==> src/rtl/fpu_defs.sv <==
// fpu_defs: shared FPU result widths, flag bit positions and buffer entry type
package fpu_defs;
    localparam int C_OP   = 32;
    localparam int C_FLAG = 9;
    localparam int C_TAG  = 5;
    localparam int FLAG_OF   = 0;
    localparam int FLAG_UF   = 1;
    localparam int FLAG_ZERO = 4;
    localparam int FLAG_IX   = 5;
    localparam int FLAG_IV   = 6;
    localparam int FLAG_INF  = 7;
    typedef struct packed {
        logic [C_OP-1:0]   result;
        logic [C_FLAG-1:0] flags;
        logic [C_TAG-1:0]  tag;
    } entry_t;
endpackage

==> src/rtl/fpu_result_buffer.sv <==
// fpu_result_buffer: in-order FIFO between FPU results and consumer, with sticky flag accumulation
module fpu_result_buffer
    import fpu_defs::*;
#(
    parameter int DEPTH = 4
) (
    input  logic                       Clk_CI,
    input  logic                       Rst_RI,
    input  logic                       Req_SI,
    input  logic [C_OP-1:0]            Result_DI,
    input  logic [C_FLAG-1:0]          Flags_DI,
    input  logic [C_TAG-1:0]           Tag_DI,
    output logic                       Ack_SO,
    output logic                       Valid_SO,
    output logic [C_OP-1:0]            Result_DO,
    output logic [C_FLAG-1:0]          Flags_DO,
    output logic [C_TAG-1:0]           Tag_DO,
    input  logic                       Ready_SI,
    input  logic                       ClearFlags_SI,
    output logic [C_FLAG-1:0]          FlagsAcc_DO,
    output logic [$clog2(DEPTH+1)-1:0] Count_SO,
    output logic                       Full_SO,
    output logic                       Empty_SO
);
    localparam int PW = $clog2(DEPTH);
    localparam int CW = $clog2(DEPTH+1);

    entry_t            mem [DEPTH];
    logic [PW-1:0]     wr_ptr, rd_ptr;
    logic [CW-1:0]     count;
    logic [C_FLAG-1:0] flags_acc;
    logic              push, pop;

    // Handshakes depend only on the registered count, never on Req/Ready
    assign Full_SO     = count == CW'(DEPTH);
    assign Empty_SO    = count == '0;
    assign Ack_SO      = ~Full_SO;
    assign Valid_SO    = ~Empty_SO;
    assign push        = Req_SI & Ack_SO;
    assign pop         = Valid_SO & Ready_SI;
    assign Count_SO    = count;
    assign FlagsAcc_DO = flags_acc;
    assign {Result_DO, Flags_DO, Tag_DO} = mem[rd_ptr];

    always_ff @(posedge Clk_CI) begin
        if (Rst_RI) begin
            wr_ptr    <= '0;
            rd_ptr    <= '0;
            count     <= '0;
            flags_acc <= '0;
        end else begin
            wr_ptr    <= push ? wr_ptr + PW'(1) : wr_ptr;
            rd_ptr    <= pop ? rd_ptr + PW'(1) : rd_ptr;
            count     <= count + CW'(push) - CW'(pop);
            flags_acc <= push ? (ClearFlags_SI ? '0 : flags_acc) | Flags_DI :
                         ClearFlags_SI ? '0 : flags_acc;
        end
    end

    always_ff @(posedge Clk_CI) begin
        if (push && !Rst_RI)
            mem[wr_ptr] <= '{result: Result_DI, flags: Flags_DI, tag: Tag_DI};
    end
endmodule

==> config.mk <==
export PLATFORM = sky130hd
export DESIGN_NAME = fpu_result_buffer
export DESIGN_NICKNAME = d
export VERILOG_FILES = /design/src/rtl/fpu_defs.sv /design/src/rtl/fpu_result_buffer.sv
export SDC_FILE = /design/constraint.sdc
export NUM_CORES = 1
export LEC_CHECK = 0
export ABC_AREA = 0
export BUFFER_PORTS_ARGS = -buffer_cell sky130_fd_sc_hd__buf_2
export CORE_MARGIN = 2
export CORE_UTILIZATION = 50
export DETAILED_ROUTE_END_ITERATION = 10
export GPL_TIMING_DRIVEN = 0
export PLACE_DENSITY = 0.72
export RECOVER_POWER = 25
export REMOVE_ABC_BUFFERS = 1
export SLEW_MARGIN = 20
export SYNTH_ARGS = -nofsm -noshare
export SYNTH_HDL_FRONTEND = slang
export SYNTH_SLANG_ARGS = --single-unit
==> constraint.sdc <==
create_clock -name Clk_CI -period 6.12 [get_ports Clk_CI]
set_clock_uncertainty 0.2 [all_clocks]
set_input_delay 0.306 -clock Clk_CI [delete_from_list [all_inputs] [get_ports Clk_CI]]
set_output_delay 0.306 -clock Clk_CI [all_outputs]
set_load 0.01 [all_outputs]
# Word-level counts from Yosys, hierarchy flattened
# Memories as Yosys holds them, arrays and structs flattened. A register that Yosys moved wholly into a read port is not among the register bits.
# Cells that the tools add are included.
[word_totals]
register_bits = 16
latch_bits = 0
ramBits = 184
rom_bits = 0
input_bits = 51
output_inout_bits = 62
elab_cells = 24
memories = 1
[mem_list]
columns = ["name", "words", "word_bits", "rd", "rd_clocked_by_memory_dff", "write_ports", "line", "source"]
rows = [
  ["mem", 4, 46, 1, 1, 1, "fpu_result_buffer.sv:28", "entry_t mem [DEPTH];"],
]
[op_classes]
n_addsub = 4
n_mul = 0
div_mod_pow = 0
magnitude_cmp = 0
n_eq_ne = 1
shift = 0
n_mux = 6
bitwise_logic = 5
n_reduce_logical = 3
[op_table]
columns = ["cell", "n"]
rows = [
  ["two-way mux 9 bit", 2],
  ["OR 9 bit", 1],
  ["adder 2 x 1 -> 2 bit (second input constant)", 2],
  ["two-way mux 2 bit", 2],
  ["adder 3 x 1 -> 3 bit", 1],
  ["== test 3 bit (second input constant)", 1],
  ["logical NOT 3 bit", 1],
  ["subtractor 3 x 1 -> 3 bit", 1],
  ["bitwise AND 1 bit", 2],
  ["two-way mux 1 bit", 2],
  ["inverter 1 bit", 2],
  ["logical AND 1 bit", 1],
  ["logical NOT 1 bit", 1],
]

# Depth between registers and ports, before layout
[depth]
ltp_word = 6
mapped_depth = 12
depth_no_buf = 12

# Least setup slack after synthesis
# OpenSTA, ideal clock, no wires.
[synth_path]
path_type = "reg-to-reg"
from = "register count[1], in the netlist Count_SO[1]"
to = "memory mem[0][0] in the netlist's numbering (enable)"
setup_ns = 0.408
t_arrival_ns = 2.142
required_ns = 5.512
path_slack_ns = 3.370
stages_incl_launch_ff = 7
n_path_buf = 1
period_less_slack_ns = 2.750
cell_sequence = "dfxtp_1 -> nor2_1 -> nand2_2 -> inv_2 -> nor3_4 -> buf_6 -> and2_1"
[synth_via]
elab_chain_len = 6
[synth_lines]
columns = ["item", "line", "source"]
rows = [
  ["start: declaration", "fpu_result_buffer.sv:30", "logic [CW-1:0] count;"],
  ["start signal: assignment", "fpu_result_buffer.sv:54", "count <= count + CW'(push) - CW'(pop);"],
  ["== test 3 bit", "fpu_result_buffer.sv:35", "assign Full_SO = count == CW'(DEPTH);"],
  ["inverter 1 bit", "fpu_result_buffer.sv:37", "assign Ack_SO = ~Full_SO;"],
  ["via Ack_SO", "fpu_result_buffer.sv:13", "output logic Ack_SO,"],
  ["bitwise AND 1 bit", "fpu_result_buffer.sv:39", "assign push = Req_SI & Ack_SO;"],
  ["logical AND 1 bit", "fpu_result_buffer.sv:61", "if (push && !Rst_RI)"],
  ["two-way mux 1 bit", "fpu_result_buffer.sv:61", ""],
  ["two-way mux 1 bit (implied by the code)", "fpu_result_buffer.sv:62", "mem[wr_ptr] <= '{result: Result_DI, flags: Flags_DI, tag: Tag_DI};"],
  ["end: declaration", "fpu_result_buffer.sv:28", ""],
]
# The timed path passes the listed nets, and every way through them passes these cells.

==> flow_summary.yaml <==
outcome:
  status: "finished, final reports clean"
critical_path:
  r2r_start: "Count_SO[1]$_SDFF_PP0_"
  cp-end-kind: "primary output"
  arrival_ps: 2110
  start_kind: "register"
  worstReg2RegEnd: "Count_SO[2]$_SDFF_PP0_"
  slowest_delay_ps: 620
  crit_family: "flip-flops"
  slowest_stage: "dfxtp_4"
  required_ps: 5610
  cp_cell_sequence: "buf_16, mux4_2, buf_2"
  rr_worst_depth: 12
  critPathMaxFanout: 27
  crit_buf_inv: 2
  critPathKind: "register to primary output"
  r2r_slack_ps: 3610
clocking:
  clockRootBuffer: "clkbuf_16"
  cts.repair.resized: 0
  cts_setup_buffers: 0
  ctsHoldBuffers: 48
  clk_pin_slew_worst_paths_ps: 60
  cts_sinks: 202
  htree_levels: 1
  clkLatencyLatePin_ps: 470
  cts_buffer_depth: 3
  cts_buffers: 20
  cts_tree: "done"
logic_synthesis:
  async_flop_share_pct: 0
  syn_avg_cell_area_um2: 23.5
  yosysWarnings: 0
  synthesis.area_um2: 7420
  yosys.cell_count.top_type: "edfxtp_1"
  synth_commonest_cells: "edfxtp_1, mux4_2, dfxtp_1"
  ys.flop_type: "edfxtp_1"
  synth_top_area_share_pct: 74.5
  ys_types: 26
  syn_inst: 315
  synth_edf_count: 184
  ys_ff_latch: 202
  ys_seq_area_share_pct: 79.4
  netlist_top_cells_area: "edfxtp_1, mux4_2, dfxtp_1, a22o_1, ha_1"
  yosysTopAreaCell: "edfxtp_1"
min_path:
  hold_depth: 4
  holdPathEnd: "wr_ptr[0]$_SDFFE_PP0N_"
  hp-class: "input port to register"
  hold_start: "Req_SI"
finish:
  antennaDiodeCount: 0
  layout-drive-gt1-share_pct: 34.7
  stdcell_count: 688
  final_nets: 548
  final_util_pct: 64.4
  syn2layout_area_growth_pct: 26.1
place:
  dp_cells: 604
  portBuffers: 112
  place_hpwl_um: 7490
  place_congestion: 0.701
timing:
  tns_ps: 0
  hold_violations: 0
  rsz0062_at_grt: "no"
  slew_violations: 0
  slew_headroom_pct: 53.6
  final-setup-viol-count: 0
  post-route-min-period_ps: 2610
  fmax_mhz: 383
  fin_crit_sh_pct: 42.7
  fin_hold_ws_ps: 62.4
  worstMarginPinSlew_ps: 696
routing:
  ant_nets: 0
  finalWirelength_um: 13200
  vias_per_cell: 5.33
  post-route-drc-count: 0
  drt-pass1-iter-count: 4
  vias: 3664
  drt-wirelength-per-cell_um: 19.1
  first_iter_violations: 288
pwr:
  vdd_ir_drop_max_v: 0.000218
  power.total_mw: 3.60
  power_density_nw_per_um2: 385
  p_leak_nw: 3.20
floorplanning:
  io_pins: 113
  coreArea_um2: 14500
  start_util_pct: 51.0
  chipWidth_um: 126
  num_rows: 44
  die_y_um: 126
  die_area_um2: 15800
global_routing:
  grt_overflow: 0
  antenna_found_initial: 0
  grt_pass1_wl_um: 20800
  grt_pass1_vias: 3907
  grt_max_degree: 47
  grtUsageTotal_pct: 16.7
job:
  maxCapViolCount: 0
==> cells by family after synthesis <==
group | after synthesis | share of synthesized area [%]
AOI/OAI and AO/OA | 14 | 1.43
muxes | 47 | 14.1
and+or+nand+nor | 20 | 1.65
DFF | 202 | 79.4
xor gates and xnor gates | 3 | 0.354
adders and majority gates | 7 | 1.28
buffers and inverters | 22 | 1.82
==> how the worst max path moves through the flow <==
stage	slack, ps	depth (start not counted)	endpoint
3_5_place_dp	3650	12	Count_SO[2]$_SDFF_PP0_
2_1_floorplan	2920	1	Flags_DO[0]
3_3_place_gp	1890	2	Flags_DO[1]
5_1_grt	3350	3	Flags_DO[8]
4_1_cts	3440	3	Result_DO[15]
6_report	3510	3	Flags_DO[8]
==> metal layers <==
metal  part of all wire [%]  up-vias  track usage (%)
met3                    6.3       15             3.44
li1                       -     1650                -
met2                     49      126             28.1
met1                     43     1873             23.2
met4                    1.3        0             3.17
met5                      0        -                0
==> cell type report <==
cell class,count,area (µm²)
Sequential cell,202,5890
Fill cell,1015,5180
Multi-Input combinational cell,91,1410
Timing Repair Buffer,165,1110
Clock buffer,30,589
Tap cell,184,230
Clock inverter,6,87.6
Inverter,10,37.5
==> state kept, by name (all words and copies together) (netlist names), named ones only <==
register     flops
rd_ptr           2
mem            184
FlagsAcc_DO      9
wr_ptr           2
Count_SO         3
==> cells in the final DEF, fill, tap and decap left out, drive strengths merged, types with 2 or more instances in the layout <==
cell           n
edfxtp       184
nand2          2
nor2           6
clkbuf        59
xnor2          2
clkinvlp       3
buf           88
and2           4
dfxtp         18
dlygate4sd3   48
or3            3
mux4          46
nor2b          2
ha             6
a21oi          2
inv           10
o21ai          2
bufinv         2
a22o           9
nand2b         2
==> where the power goes <==
group          switching [mW]  total, mW  internal [mW]
sequential             0.0846       1.68           1.60
clock                   0.479       1.23          0.752
combinational           0.312      0.687          0.375
total                   0.876       3.60           2.72
==> through the flow <==
step	instance area (µm²)	worst slack, ps
floorplan	7320	2920
global placement	8110	1890
detailed placement	8240	3650
CTS	9390	3440
global route	9360	3350
finish	9360	3510
==> worst reg2reg max path: stages (launching register included) <==
cell	delay, ps
dfxtp_1	440
nor2_1	90
nand2_2	80
inv_2	60
nor2_1	180
inv_1	70
ha_1	270
inv_1	40
ha_1	190
fa_1	390
xnor2_1	200
xnor2_1	140
nor2_1	60
No activity file was read; power rests on OpenSTA's default activity.
